--- src/rtl/password_ctrl.sv ---
// password_ctrl: sequencing controller for the push-button password lock.
// Turns debouncer toggles into single-cycle events, runs digit entry and
// code comparison, and times the unlock window and the failed-attempt lockout.
`timescale 1ns/1ps

module password_ctrl #(
    parameter logic [15:0] PASSWORD    = 16'h1234,
    parameter int unsigned MAX_FAIL    = 3,
    parameter int unsigned OPEN_CYCLES = 50_000_000,
    parameter int unsigned LOCK_CYCLES = 500_000_000
) (
    input  logic       clk,
    input  logic       rst_n,
    input  logic       ev_inc,
    input  logic       ev_dec,
    input  logic       ev_enter,
    input  logic       ev_clr,
    output logic [3:0] cur_digit,
    output logic [1:0] digit_idx,
    output logic       unlocked,
    output logic       locked_out,
    output logic       fail_pulse,
    output logic [3:0] fail_cnt
);

    typedef enum logic [1:0] {
        ST_ENTRY = 2'd0,
        ST_OPEN  = 2'd1,
        ST_LOCK  = 2'd2
    } state_t;

    localparam logic [31:0] OPEN_LAST = 32'(OPEN_CYCLES - 1);
    localparam logic [31:0] LOCK_LAST = 32'(LOCK_CYCLES - 1);
    localparam logic [3:0]  FAIL_MAX  = 4'(MAX_FAIL);

    // Stored code digit for an entry position; position 0 is the top nibble.
    function automatic logic [3:0] pw_digit(input logic [1:0] idx);
        case (idx)
            2'd0:    pw_digit = PASSWORD[15:12];
            2'd1:    pw_digit = PASSWORD[11:8];
            2'd2:    pw_digit = PASSWORD[7:4];
            default: pw_digit = PASSWORD[3:0];
        endcase
    endfunction

    // Bit order of the event vectors: {clr, enter, inc, dec}
    logic [3:0] sync_p0, sync_p1, sync_p2;
    logic [1:0] warm_cnt;
    logic [3:0] ev_raw;
    logic       do_clr, do_enter, do_inc, do_dec;

    state_t      state, state_n;
    logic [31:0] timer, timer_n;
    logic [3:0]  cur_digit_n, fail_cnt_n;
    logic [1:0]  digit_idx_n;
    logic        mismatch, mismatch_n;
    logic        fail_pulse_n;
    logic        match;

    // Stage 0..2: synchronise the toggles and count off the post-reset warm-up
    always_ff @(posedge clk or negedge rst_n) begin
        if (!rst_n) begin
            sync_p0  <= 4'd0;
            sync_p1  <= 4'd0;
            sync_p2  <= 4'd0;
            warm_cnt <= 2'd0;
        end else begin
            sync_p0 <= {ev_clr, ev_enter, ev_inc, ev_dec};
            sync_p1 <= sync_p0;
            sync_p2 <= sync_p1;
            if (warm_cnt != 2'd3)
                warm_cnt <= warm_cnt + 2'd1;
        end
    end

    // Any toggle is an event; a fixed priority keeps only the strongest one
    assign ev_raw   = (sync_p1 ^ sync_p2) & {4{warm_cnt == 2'd3}};
    assign do_clr   = ev_raw[3];
    assign do_enter = ev_raw[2] & ~ev_raw[3];
    assign do_inc   = ev_raw[1] & ~|ev_raw[3:2];
    assign do_dec   = ev_raw[0] & ~|ev_raw[3:1];
    assign match    = !mismatch && (cur_digit == pw_digit(2'd3));

    // Next-state and datapath decisions for entry, open window and lockout
    always_comb begin
        state_n      = state;
        timer_n      = 32'd0;
        cur_digit_n  = cur_digit;
        digit_idx_n  = digit_idx;
        mismatch_n   = mismatch;
        fail_cnt_n   = fail_cnt;
        fail_pulse_n = 1'b0;
        case (state)
            ST_ENTRY: begin
                if (do_clr) begin
                    cur_digit_n = 4'd0;
                    digit_idx_n = 2'd0;
                    mismatch_n  = 1'b0;
                end else if (do_enter) begin
                    cur_digit_n = 4'd0;
                    if (digit_idx != 2'd3) begin
                        mismatch_n  = mismatch | (cur_digit != pw_digit(digit_idx));
                        digit_idx_n = digit_idx + 2'd1;
                    end else begin
                        digit_idx_n = 2'd0;
                        mismatch_n  = 1'b0;
                        if (match) begin
                            state_n    = ST_OPEN;
                            fail_cnt_n = 4'd0;
                        end else if (fail_cnt + 4'd1 == FAIL_MAX) begin
                            state_n      = ST_LOCK;
                            fail_pulse_n = 1'b1;
                            fail_cnt_n   = FAIL_MAX;
                        end else begin
                            fail_pulse_n = 1'b1;
                            fail_cnt_n   = fail_cnt + 4'd1;
                        end
                    end
                end else if (do_inc) begin
                    cur_digit_n = (cur_digit == 4'd9) ? 4'd0 : cur_digit + 4'd1;
                end else if (do_dec) begin
                    cur_digit_n = (cur_digit == 4'd0) ? 4'd9 : cur_digit - 4'd1;
                end
            end
            ST_OPEN: begin
                if (do_clr || timer == OPEN_LAST)
                    state_n = ST_ENTRY;
                else
                    timer_n = timer + 32'd1;
            end
            ST_LOCK: begin
                if (timer == LOCK_LAST) begin
                    state_n    = ST_ENTRY;
                    fail_cnt_n = 4'd0;
                end else begin
                    timer_n = timer + 32'd1;
                end
            end
            default: state_n = ST_ENTRY;
        endcase
    end

    // State, timer and registered outputs
    always_ff @(posedge clk or negedge rst_n) begin
        if (!rst_n) begin
            state      <= ST_ENTRY;
            timer      <= 32'd0;
            cur_digit  <= 4'd0;
            digit_idx  <= 2'd0;
            mismatch   <= 1'b0;
            fail_cnt   <= 4'd0;
            fail_pulse <= 1'b0;
            unlocked   <= 1'b0;
            locked_out <= 1'b0;
        end else begin
            state      <= state_n;
            timer      <= timer_n;
            cur_digit  <= cur_digit_n;
            digit_idx  <= digit_idx_n;
            mismatch   <= mismatch_n;
            fail_cnt   <= fail_cnt_n;
            fail_pulse <= fail_pulse_n;
            unlocked   <= (state_n == ST_OPEN);
            locked_out <= (state_n == ST_LOCK);
        end
    end

endmodule
--- config.mk ---
export PLATFORM = sky130hd
export DESIGN_NAME = password_ctrl
export DESIGN_NICKNAME = d
export VERILOG_FILES = /design/src/rtl/password_ctrl.sv
export SDC_FILE = /design/constraint.sdc
export NUM_CORES = 1
export LEC_CHECK = 0
export BUFFER_PORTS_ARGS = -buffer_cell sky130_fd_sc_hd__buf_2
export CAP_MARGIN = 25
export CORE_MARGIN = 8
export CORE_UTILIZATION = 65
export DETAILED_ROUTE_END_ITERATION = 8
export GPL_ROUTABILITY_DRIVEN = 0
export GPL_TIMING_DRIVEN = 0
export PLACE_DENSITY = 0.95
export REMOVE_ABC_BUFFERS = 1
export SETUP_SLACK_MARGIN = 0.5
export SLEW_MARGIN = 20
export SYNTH_ARGS = -nofsm -noshare
export SYNTH_HDL_FRONTEND = slang
export SYNTH_SLANG_ARGS = --single-unit
--- constraint.sdc ---
create_clock -name clk -period 5.7 [get_ports clk]
set_input_delay 1.14 -clock clk [delete_from_list [all_inputs] [get_ports clk]]
set_output_delay 1.14 -clock clk [all_outputs]
set_load 0.01 [all_outputs]
==> flow_summary.json <==
{
  "synth_compound_area_share_pct": 11.4,
  "cts_tree": "built",
  "cts-root-buf": "clkbuf_8",
  "dp_slack_ns": 3.16,
  "num_antenna_cells": 0,
  "clkPwrFrac_pct": 27.5,
  "synthMuxAreaShare_pct": 0.944,
  "crit_arrival_ns": 2.74,
  "grt_pass1_wl_um": 11900,
  "route.detailed.drc": 0,
  "holdPathEnd": "sync_p1[3]",
  "startpoint_type": "flip-flop",
  "async_flop_share_pct": 100,
  "drv_cap": 0,
  "rsz0062_at_grt": "no",
  "coreArea_um2": 5010,
  "detail_route.wl_per_cell_um": 16.0,
  "fin_crit_sh_pct": 44.9,
  "power_frac_seq_pct": 43.8,
  "gr-total-overflow": 0,
  "drt-total-wl_um": 6900,
  "power_frac_comb_pct": 28.7,
  "synth-adder-area-share_pct": 5.66,
  "synth_area_um2": 3310,
  "cts_max_level": 3,
  "filler_cell_count": 385,
  "yosys.area_share.xor_xnor_pct": 8.99,
  "grt_usage_pct": 20.1,
  "hp-start": "sync_p0[3]",
  "fmax_ghz": 0.390,
  "numPortBuffers": 18,
  "min_period_ns": 2.56,
  "ff2ff_setup_slack_ns": 3.14,
  "dieArea_um2": 7640,
  "timing.setup.tns_ns": 0,
  "swShare_pct": 34.7,
  "avgViaCountPerCell": 6.12,
  "fp.dieH_um": 87.4,
  "p_leak_uw": 0.00146,
  "irDropWorstVdd_mv": 0.206,
  "grt_pass1_vias": 2648,
  "grt_max_degree": 63,
  "pin_count": 19,
  "start_util_pct": 66.1,
  "yosysWarningCount": 0,
  "drive_gt1_share_pct": 10.5,
  "ant_nets": 0,
  "rr_worst_depth": 5,
  "whs_ns": 0.343,
  "synth-simple-area-share_pct": 23.0,
  "firstDrtPassIters": 4,
  "outcome": "finished, final reports clean",
  "dp.cells": 418,
  "switchingPower_uw": 432,
  "r2r-start": "timer[12]",
  "synthCells": 340,
  "ctsResizeCount": 0,
  "ys_ff_latch": 62,
  "synth_top_family_by_area": "simple AND/OR/NAND/NOR gates",
  "hold_depth": 0,
  "critical_path_class": "reg2reg",
  "synthFlopType": "dfrtp_1",
  "fp-row-count": 26,
  "die_w_um": 87.4,
  "path_clk_slew_ns": 0.06,
  "drtIter0Drc": 115,
  "synth_edf_count": 0,
  "yosysUniqueCellTypes": 50,
  "hold_buffers": 0,
  "clock_path_buffers": 2,
  "timing.clock.skew_ns": 0.00676,
  "stdcell_count": 432,
  "setup_slack_ns": 3.14,
  "antenna_found_initial": 0,
  "cts_sinks": 62,
  "hold_path_class": "reg2reg",
  "worst_pin_slew_ns": 0.818,
  "syn2layout_area_growth_pct": 9.59,
  "crit_fanout": 32,
  "crit_path_end_kind": "flip-flop",
  "crit_required_ns": 5.87,
  "clkLatencyLatePin_ns": 0.34,
  "yosysSeqAreaShare_pct": 46.8,
  "timing.slew.headroom_pct": 45.3,
  "numCtsBuffers": 9,
  "power.density_nw_per_um2": 343,
  "hold_viol_final": 0,
  "dr_total_vias": 2643,
  "setup_viol": 0,
  "avgSynthCellArea_um2": 9.74,
  "slew_violations": 0,
  "nets": 380,
  "cts_setup_buffers": 0,
  "place_hpwl_um": 4740,
  "reg2reg_to": "timer[26]",
  "p_int_uw": 813
}
[layout make-up]
cell class	count	area (um2)	area share (%)
timing repair buffer	18	92.6	2.55
inverter	16	60.1	1.65
clock buffer	13	169	4.65
clock inverter	1	5.00	0.138
sequential	62	1550	42.7
multi-input combinational	252	1670	45.9
tap	70	87.6	2.41
[worst max-delay path: stages (launching register included)]
cell     delay (ns)
dfrtp_1        0.42
or4b_1         0.56
nor4_2         0.26
a31oi_1        0.29
o21ai_4        0.74
a21oi_1        0.13
[sequential cells by signal, summed over array words and instances (netlist names)]
signal / flops
timer: 32
cur_digit: 4
fail_cnt: 4
sync_p0: 4
sync_p1: 4
sync_p2: 4
digit_idx: 2
state: 2
warm_cnt: 2
fail_pulse: 1
locked_out: 1
mismatch: 1
unlocked: 1
[cell families (layout without fill, tap and decap cells)]
| logic type | Yosys count | count (layout) |
|---|---|---|
| AOI/OAI and AO/OA | 55 | 55 |
| adders and majority gates | 15 | 15 |
| and+or+nand+nor | 145 | 145 |
| DFF | 62 | 62 |
| xor gates and xnor gates | 34 | 34 |
| muxes | 3 | 3 |
| buffers and inverters | 26 | 48 |
[Yosys cell counts (3+ instances only)]
cell type,instances,area share (%)
a21oi_1,6,0.91
clkbuf_1,5,0.57
xnor2_1,26,6.9
and4_1,3,0.79
nand3_1,13,2.0
o41ai_1,3,0.79
nor3_1,12,1.8
xor2_1,8,2.1
o21ai_0,16,2.4
nand4_1,6,1.1
nand2b_1,3,0.57
and3_1,4,0.76
ha_1,15,5.7
or3_1,9,1.7
o31ai_1,8,1.8
buf_2,5,0.76
nor4b_1,3,0.79
inv_1,16,1.8
nor2_1,40,4.5
nor4_1,7,1.3
a311oi_1,3,0.79
dfrtp_1,62,47
nand2_1,28,3.2
a31oi_1,3,0.57
[stage by stage]
| step | area, um2 | total power (uW) | utilization, % |
|---|---|---|---|
| after detailed placement | 3460 | 906 | 69.0 |
| after floorplan | 3270 | 784 | - |
| after CTS | 3630 | 1250 | 72.5 |
| final | 3630 | 1250 | 72.5 |
| after global placement | 3450 | 874 | 68.8 |
| after global routing | 3630 | 1330 | 72.5 |
[worst max-delay path by stage]
stage / from / depth (start not counted) / endpoint / slack (ns)
after global placement: timer[12] / 5 / timer[6] / 2.92
after global routing: timer[19] / 5 / timer[23] / 2.97
after CTS: timer[12] / 5 / timer[14] / 3.14
after floorplan: timer[12] / 5 / timer[10] / 3.37
after detailed placement: timer[12] / 5 / timer[14] / 3.16
final: timer[12] / 5 / timer[26] / 3.14
[metal layers]
layer	part of all wire, %	global-route usage, %
met5	0	0
met4	2.6	10.9
met1	39	20.7
met3	4.8	6.32
met2	54	35.2
[power by group through the flow]
| stage | clock network (uW) | registers [uW] | logic [uW] |
|---|---|---|---|
| 3_5_place_dp | 0 | 552 | 353 |
| 3_3_place_gp | 0 | 548 | 326 |
| 5_1_grt | 372 | 554 | 399 |
| 4_1_cts | 352 | 543 | 356 |
| 6_report | 342 | 546 | 357 |
| 2_1_floorplan | 0 | 552 | 231 |
[cells in the final DEF (no fill, tap or decap), types with 9 or more instances in the layout]
cell	instances
dfrtp_1	62
nand2_1	28
or3_1	9
inv_1	16
clkbuf_8	12
o21ai_0	16
ha_1	15
xnor2_1	26
nor3_1	12
nand3_1	13
nor2_1	40
buf_2	17
(Power assumes the default switching activity.)
